### config.mk
export PLATFORM = sky130hd
export DESIGN_NAME = ex_pushpop_seq
export DESIGN_NICKNAME = d
export VERILOG_FILES = /design/src/rtl/ex_pushpop_seq.sv
export SDC_FILE = /design/constraint.sdc
export NUM_CORES = 1
export LEC_CHECK = 0
export CORE_AREA = 2 2 165 167
export DETAILED_ROUTE_END_ITERATION = 10
export DIE_AREA = 0 0 167 169
export HOLD_SLACK_MARGIN = 0.08
export PLACE_DENSITY = 0.52
export SLEW_MARGIN = 5
export SYNTH_ARGS = -nofsm -noshare
export SYNTH_HDL_FRONTEND = slang
export SYNTH_SLANG_ARGS = --single-unit
### constraint.sdc
create_clock -name clock -period 7 [get_ports clock]
set_clock_uncertainty 0.2 [all_clocks]
set_input_delay 1.05 -clock clock [delete_from_list [all_inputs] [get_ports clock]]
set_output_delay 1.05 -clock clock [all_outputs]
set_load 0.01 [all_outputs]
### src/rtl/ex_pushpop_seq.sv
// ============================================================================
// Module   : ex_pushpop_seq
// Purpose  : Multi-register PUSH/POP burst sequencer for the EX1/EX2 memory
//            path; issues one slot access per mask bit and steps SP.
// Options  : EXPP_SPCHK_EN enables the PUSH stack-limit fault check.
// Revision : 1.0 - initial release
// ============================================================================
`default_nettype none

module ex_pushpop_seq #(
  parameter int DATA_W  = 64,
  parameter int ADDR_W  = 32,
  parameter int NREG    = 8,
  parameter int REGID_W = 6
) (
  input  logic               clock,
  input  logic               reset,
  input  logic               reqValid,
  input  logic               reqPop,
  input  logic [NREG-1:0]    reqMask,
  input  logic [REGID_W-1:0] reqBaseId,
  input  logic [ADDR_W-1:0]  regInSp,
  output logic [ADDR_W-1:0]  regOutSp,
  output logic               spWr,
  output logic [REGID_W-1:0] regRdId,
  input  logic [DATA_W-1:0]  regRdVal,
  output logic [REGID_W-1:0] regWrId,
  output logic [DATA_W-1:0]  regWrVal,
  output logic               regWrEn,
  output logic [ADDR_W-1:0]  memAddr,
  output logic [4:0]         memOpm,
  output logic [DATA_W-1:0]  memDataOut,
  input  logic [DATA_W-1:0]  memDataIn,
  input  logic               memOK,
  input  logic [ADDR_W-1:0]  regStkLim,
  output logic               exHold,
  output logic               busy,
  output logic               done,
  output logic               fault
);

  localparam int              IDX_W          = (NREG > 1) ? $clog2(NREG) : 1;
  localparam logic [ADDR_W-1:0] STRIDE       = ADDR_W'(DATA_W / 8);
  localparam logic [4:0]      UMEM_OPM_READY = 5'd0;
  localparam logic [4:0]      UMEM_OPM_RD_Q  = 5'd1;
  localparam logic [4:0]      UMEM_OPM_WR_Q  = 5'd2;

  typedef enum logic [1:0] {
    ST_IDLE   = 2'd0,
    ST_ISSUE  = 2'd1,
    ST_FINISH = 2'd2
  } state_t;

  state_t               r_state;
  state_t               w_state_nxt;
  logic [NREG-1:0]      r_mask;
  logic                 r_pop;
  logic [REGID_W-1:0]   r_base;
  logic [ADDR_W-1:0]    r_ptr;
  logic                 r_skip;
  logic                 r_fault;

  logic                 w_accept;
  logic                 w_take;
  logic                 w_acc_skip;
  logic                 w_acc_fault;
  logic                 w_lim_fail;
  logic [IDX_W-1:0]     w_hi_idx;
  logic [IDX_W-1:0]     w_lo_idx;
  logic [IDX_W-1:0]     w_sel_idx;
  logic [NREG-1:0]      w_sel_bit;
  logic [NREG-1:0]      w_mask_rem;
  logic [REGID_W-1:0]   w_sel_id;
  logic [ADDR_W-1:0]    w_ptr_dec;
  logic [ADDR_W-1:0]    w_ptr_inc;

  // PUSH drains from the top of the mask, POP from the bottom, so a POP
  // burst restores exactly the layout the matching PUSH burst produced.
  always_comb begin
    w_hi_idx = '0;
    w_lo_idx = '0;
    for (int i = 0; i < NREG; i++) begin
      if (r_mask[i]) w_hi_idx = IDX_W'(i);
    end
    for (int i = NREG - 1; i >= 0; i--) begin
      if (r_mask[i]) w_lo_idx = IDX_W'(i);
    end
  end

  assign w_sel_idx  = r_pop ? w_lo_idx : w_hi_idx;
  assign w_sel_bit  = NREG'(1) << w_sel_idx;
  assign w_mask_rem = r_mask & ~w_sel_bit;
  assign w_sel_id   = r_base + REGID_W'(w_sel_idx);
  assign w_ptr_dec  = r_ptr - STRIDE;
  assign w_ptr_inc  = r_ptr + STRIDE;

`ifdef EXPP_SPCHK_EN
  localparam int CHK_W = ADDR_W + 16;
  logic [CHK_W-1:0] w_need;

  // Compared as sp < need + limit in a wide field so no term can wrap.
  always_comb begin
    w_need = '0;
    for (int i = 0; i < NREG; i++) begin
      w_need = w_need + CHK_W'(reqMask[i]);
    end
    w_need     = w_need * CHK_W'(DATA_W / 8);
    w_lim_fail = (CHK_W'(regInSp) < (w_need + CHK_W'(regStkLim)));
  end
`else
  logic unused_stk_lim;
  assign unused_stk_lim = ^regStkLim;
  assign w_lim_fail     = 1'b0;
`endif

  always_ff @(posedge clock or posedge reset) begin
    if (reset) begin
      r_state <= ST_IDLE;
    end else begin
      r_state <= w_state_nxt;
    end
  end

  always_comb begin
    w_state_nxt = r_state;
    w_accept    = 1'b0;
    w_take      = 1'b0;
    w_acc_skip  = 1'b0;
    w_acc_fault = 1'b0;
    exHold      = 1'b0;
    busy        = 1'b0;
    done        = 1'b0;
    fault       = 1'b0;
    spWr        = 1'b0;
    regOutSp    = '0;
    regRdId     = '0;
    regWrId     = '0;
    regWrVal    = '0;
    regWrEn     = 1'b0;
    memAddr     = '0;
    memOpm      = UMEM_OPM_READY;
    memDataOut  = '0;
    case (r_state)
      ST_IDLE: begin
        if (reqValid) begin
          w_accept = 1'b1;
          exHold   = 1'b1;
          if (reqMask == '0) begin
            w_acc_skip  = 1'b1;
            w_state_nxt = ST_FINISH;
          end else if (!reqPop && w_lim_fail) begin
            w_acc_skip  = 1'b1;
            w_acc_fault = 1'b1;
            w_state_nxt = ST_FINISH;
          end else begin
            w_state_nxt = ST_ISSUE;
          end
        end
      end
      ST_ISSUE: begin
        busy   = 1'b1;
        exHold = 1'b1;
        if (r_pop) begin
          memAddr = r_ptr;
          memOpm  = UMEM_OPM_RD_Q;
          if (memOK) begin
            regWrEn  = 1'b1;
            regWrId  = w_sel_id;
            regWrVal = memDataIn;
          end
        end else begin
          memAddr    = w_ptr_dec;
          memOpm     = UMEM_OPM_WR_Q;
          regRdId    = w_sel_id;
          memDataOut = regRdVal;
        end
        if (memOK) begin
          w_take = 1'b1;
          if (w_mask_rem == '0) w_state_nxt = ST_FINISH;
        end
      end
      ST_FINISH: begin
        busy        = 1'b1;
        done        = 1'b1;
        fault       = r_fault;
        spWr        = ~r_skip;
        regOutSp    = r_skip ? '0 : r_ptr;
        w_state_nxt = ST_IDLE;
      end
      default: w_state_nxt = ST_IDLE;
    endcase
  end

  always_ff @(posedge clock or posedge reset) begin
    if (reset) begin
      r_mask  <= '0;
      r_pop   <= 1'b0;
      r_base  <= '0;
      r_ptr   <= '0;
      r_skip  <= 1'b0;
      r_fault <= 1'b0;
    end else if (w_accept) begin
      r_mask  <= reqMask;
      r_pop   <= reqPop;
      r_base  <= reqBaseId;
      r_ptr   <= regInSp;
      r_skip  <= w_acc_skip;
      r_fault <= w_acc_fault;
    end else if (w_take) begin
      r_mask <= w_mask_rem;
      r_ptr  <= r_pop ? w_ptr_inc : w_ptr_dec;
    end
  end

endmodule

`default_nettype wire
==> metrics <==
Ys Warns 0; Worst setup EP type primary output; WHS Path Cells 2; IO buf count 389; CORE AREA ~27000 sq um; total global-route track usage around 17%; Top FF cell, synth dfrtp_1; initial antenna violation count 0; DR iter-0 viols a little under 300; P_int 1.583 mW; final WL 25.87 mm; CTS Buf Count 5; WP data required 5.75 ns; Pwr per Cell Area approximately 300 nW/um^2; critical path class reg2out; TNS Setup 0 ns; Post-synth EDFFs 0; Die Wd 167 um; Psw between 1 and 1.5 mW; Hold EP r_base[2]; Max Cap Viol 0; clock network power share between 10% and 20%; Syn Area/Cell 7.138 sq um; H-tree Lvls 2; dpl hpwl roughly 21 mm; largest net degree at the start of global routing 67; first-pass GRT wire length 37.94 mm; number of global-route vias before repair 5868; fin crit share 70.50%; vias per std cell 4.348; post-CTS resize count 0; peak supply drop between 0.1 and 0.15 mV; Mapped Area slightly above 5000 sq um; placed cell areas 9303 sq um; Die Ht 169 um; Util after Layout ~36%; antenna-violating nets left 0; Post-synth ARST share 100.0%; RSZ-0062 raised after global routing no; row count 60; TritonRoute pass-1 iters 5; library cells used by synthesis between 50 and 60; HP Class reg2reg; vias 6127; Least-Margin Pin Slew 1.050 ns; worst skew pair latency 0.30 ns; Final nets ~1.3k; min-delay src r_base[2]; grt ovf 0; Design Power 2.913 mW; Flop pwr share 24.7%; DRC violations left 0; status finished clean; Slew Viols, Final 0; Comb power frac 64.9%; clk slew on worst S/H paths roughly 0.08 ns; Switching Share 45.65%; gp weighted congestion 0.8202; end of the worst register-to-register path r_ptr[21]; # hold bufs at CTS 0; relative slew slack 29.48%; Initial Util 19.61%; area grow syn2layout 82.49%; Final setup violation count 0; CTS root buf clkbuf_16; final instance area about 9500 sq um; Max FO, Critical Path 28; WP data arrival 3.69 ns; CTS tree built; I/O Pins around 430; Static Leakage between 3 and 4 nW; r2r startpoint r_pop; Clock Sinks 50; most frequent cells in the layout clkdlybuf4s50_1 (389), and2_1 (193), nand2_1 (72); flip-flop and latch count after synthesis 50; min cycle time layout 4.935 ns; R2R depth 5; Hold Fails Final Rpt 0; Max Freq 202.6 MHz; post-CTS setup buffers 0; die area 28220 sq um; commonest non-fill, non-tap cell in the layout clkdlybuf4s50_1; Post-Synthesis Cells 728; Startpoint Class flip-flop; CTS max path bufs 2; routed len/inst ~18 um; flop2flop setup slack 3.73 ns; sequential share of the synthesized area 24.08%; share of post-route cells with drive strength above 1 2.999%
## power groups by stage
| stage | sequential, mW | clock (mW) | combinational, mW |
|---|---|---|---|
| finish | 0.718 | 0.305 | 1.89 |
| global route | 0.757 | 0.327 | 2.08 |
| CTS | 0.713 | 0.316 | 1.92 |
| detailed placement | 0.717 | 0 | 1.91 |
| global placement | 0.716 | 0 | 1.91 |
| floorplan | 0.504 | 0 | 1.19 |
## registers in the layout, indices dropped and copies added, names as in the netlist
register and cells:
r_base 6, r_mask 8, r_pop 1, r_ptr 32, r_skip 1, r_state 2
## per-layer routing
metal  vias to the layer above  part of all wire (%)  global-route usage (%)
li1                       3045                     -                       -
met1                      2842                    40                   20.92
met2                       233                    53                   32.69
met3                         7                   6.2                   3.905
met4                         0                  0.53                   1.762
met5                         -                     0                       0
## cells in the mapped netlist (2+ instances only)
cell type	n	area share, %
ha_1	10	2.4
or3_4	3	0.65
and2_1	193	23
buf_1	3	0.22
xnor2_1	31	5.2
nand3_1	11	1.1
nand2_1	73	5.3
buf_2	3	0.29
a21oi_1	38	3.7
buf_4	4	0.58
nor4_2	2	0.48
or3_1	5	0.60
mux2_2	3	0.65
nor4_1	10	1.2
nor2_1	59	4.3
or2_1	3	0.36
or4_4	2	0.43
and4_1	6	1.0
xor2_1	25	4.2
clkbuf_1	56	4.0
nand2b_1	5	0.60
dfrtp_1	50	24
o21bai_1	2	0.29
a21o_1	2	0.29
nor2b_1	9	1.1
o31ai_1	4	0.58
nor3b_1	2	0.29
o21ai_1	2	0.19
o21ai_0	37	3.6
o211ai_1	2	0.29
a31oi_1	11	1.3
nand4_1	8	0.96
nor3_1	15	1.4
inv_1	17	1.2
## layout make-up
cell class	count	area (sq um)
Tap cell	341	426.7
Timing Repair Buffer	395	3939
Inverter	17	63.81
Sequential cell	50	1251
Multi-Input combinational cell	597	3622
Fill cell	2790	17020
Clock inverter	2	38.79
Antenna cell	1	2.502
Clock buffer	6	138.9
## cell families after synthesis
kind of cell,after synthesis,share of synthesized area (%)
AO/OA/AOI/OAI,111,12.28
XOR/XNOR,56,9.439
adder cells (fa/ha/maj),12,2.986
buffers and inverters,84,6.573
flip-flops,50,24.08
multiplexers,3,0.6501
other,1,0.07217
AND/OR/NAND/NOR,411,43.92
## critical path, cell delays in order (launching register included)
cell and delay, ns:
dfrtp_1 0.72, nor2b_1 0.58, nand3_1 0.36, or2_1 0.41
nor3_1 0.41, xor2_1 0.18, and2_1 0.15, clkdlybuf4s50_1 0.55
## per-stage QoR
step	cells	setup slack, ns	hold slack (ns)
3_3_place_gp	1400	2.403	0.2724
3_5_place_dp	1400	2.380	0.2742
6_report	1409	2.065	0.2838
5_1_grt	1408	1.855	0.3011
2_1_floorplan	731	3.243	0.2505
4_1_cts	1408	2.014	0.2918
## how the worst max path moves through the flow
stage | startpoint | endpoint | cells after the start
CTS | r_pop | memAddr[31] | 7
detailed placement | r_pop | memAddr[29] | 7
finish | r_pop | memAddr[31] | 7
global placement | r_pop | memAddr[31] | 7
floorplan | r_pop | regWrId[4] | 11
global route | r_pop | memAddr[31] | 7
No activity file was read; power rests on OpenSTA's default activity.
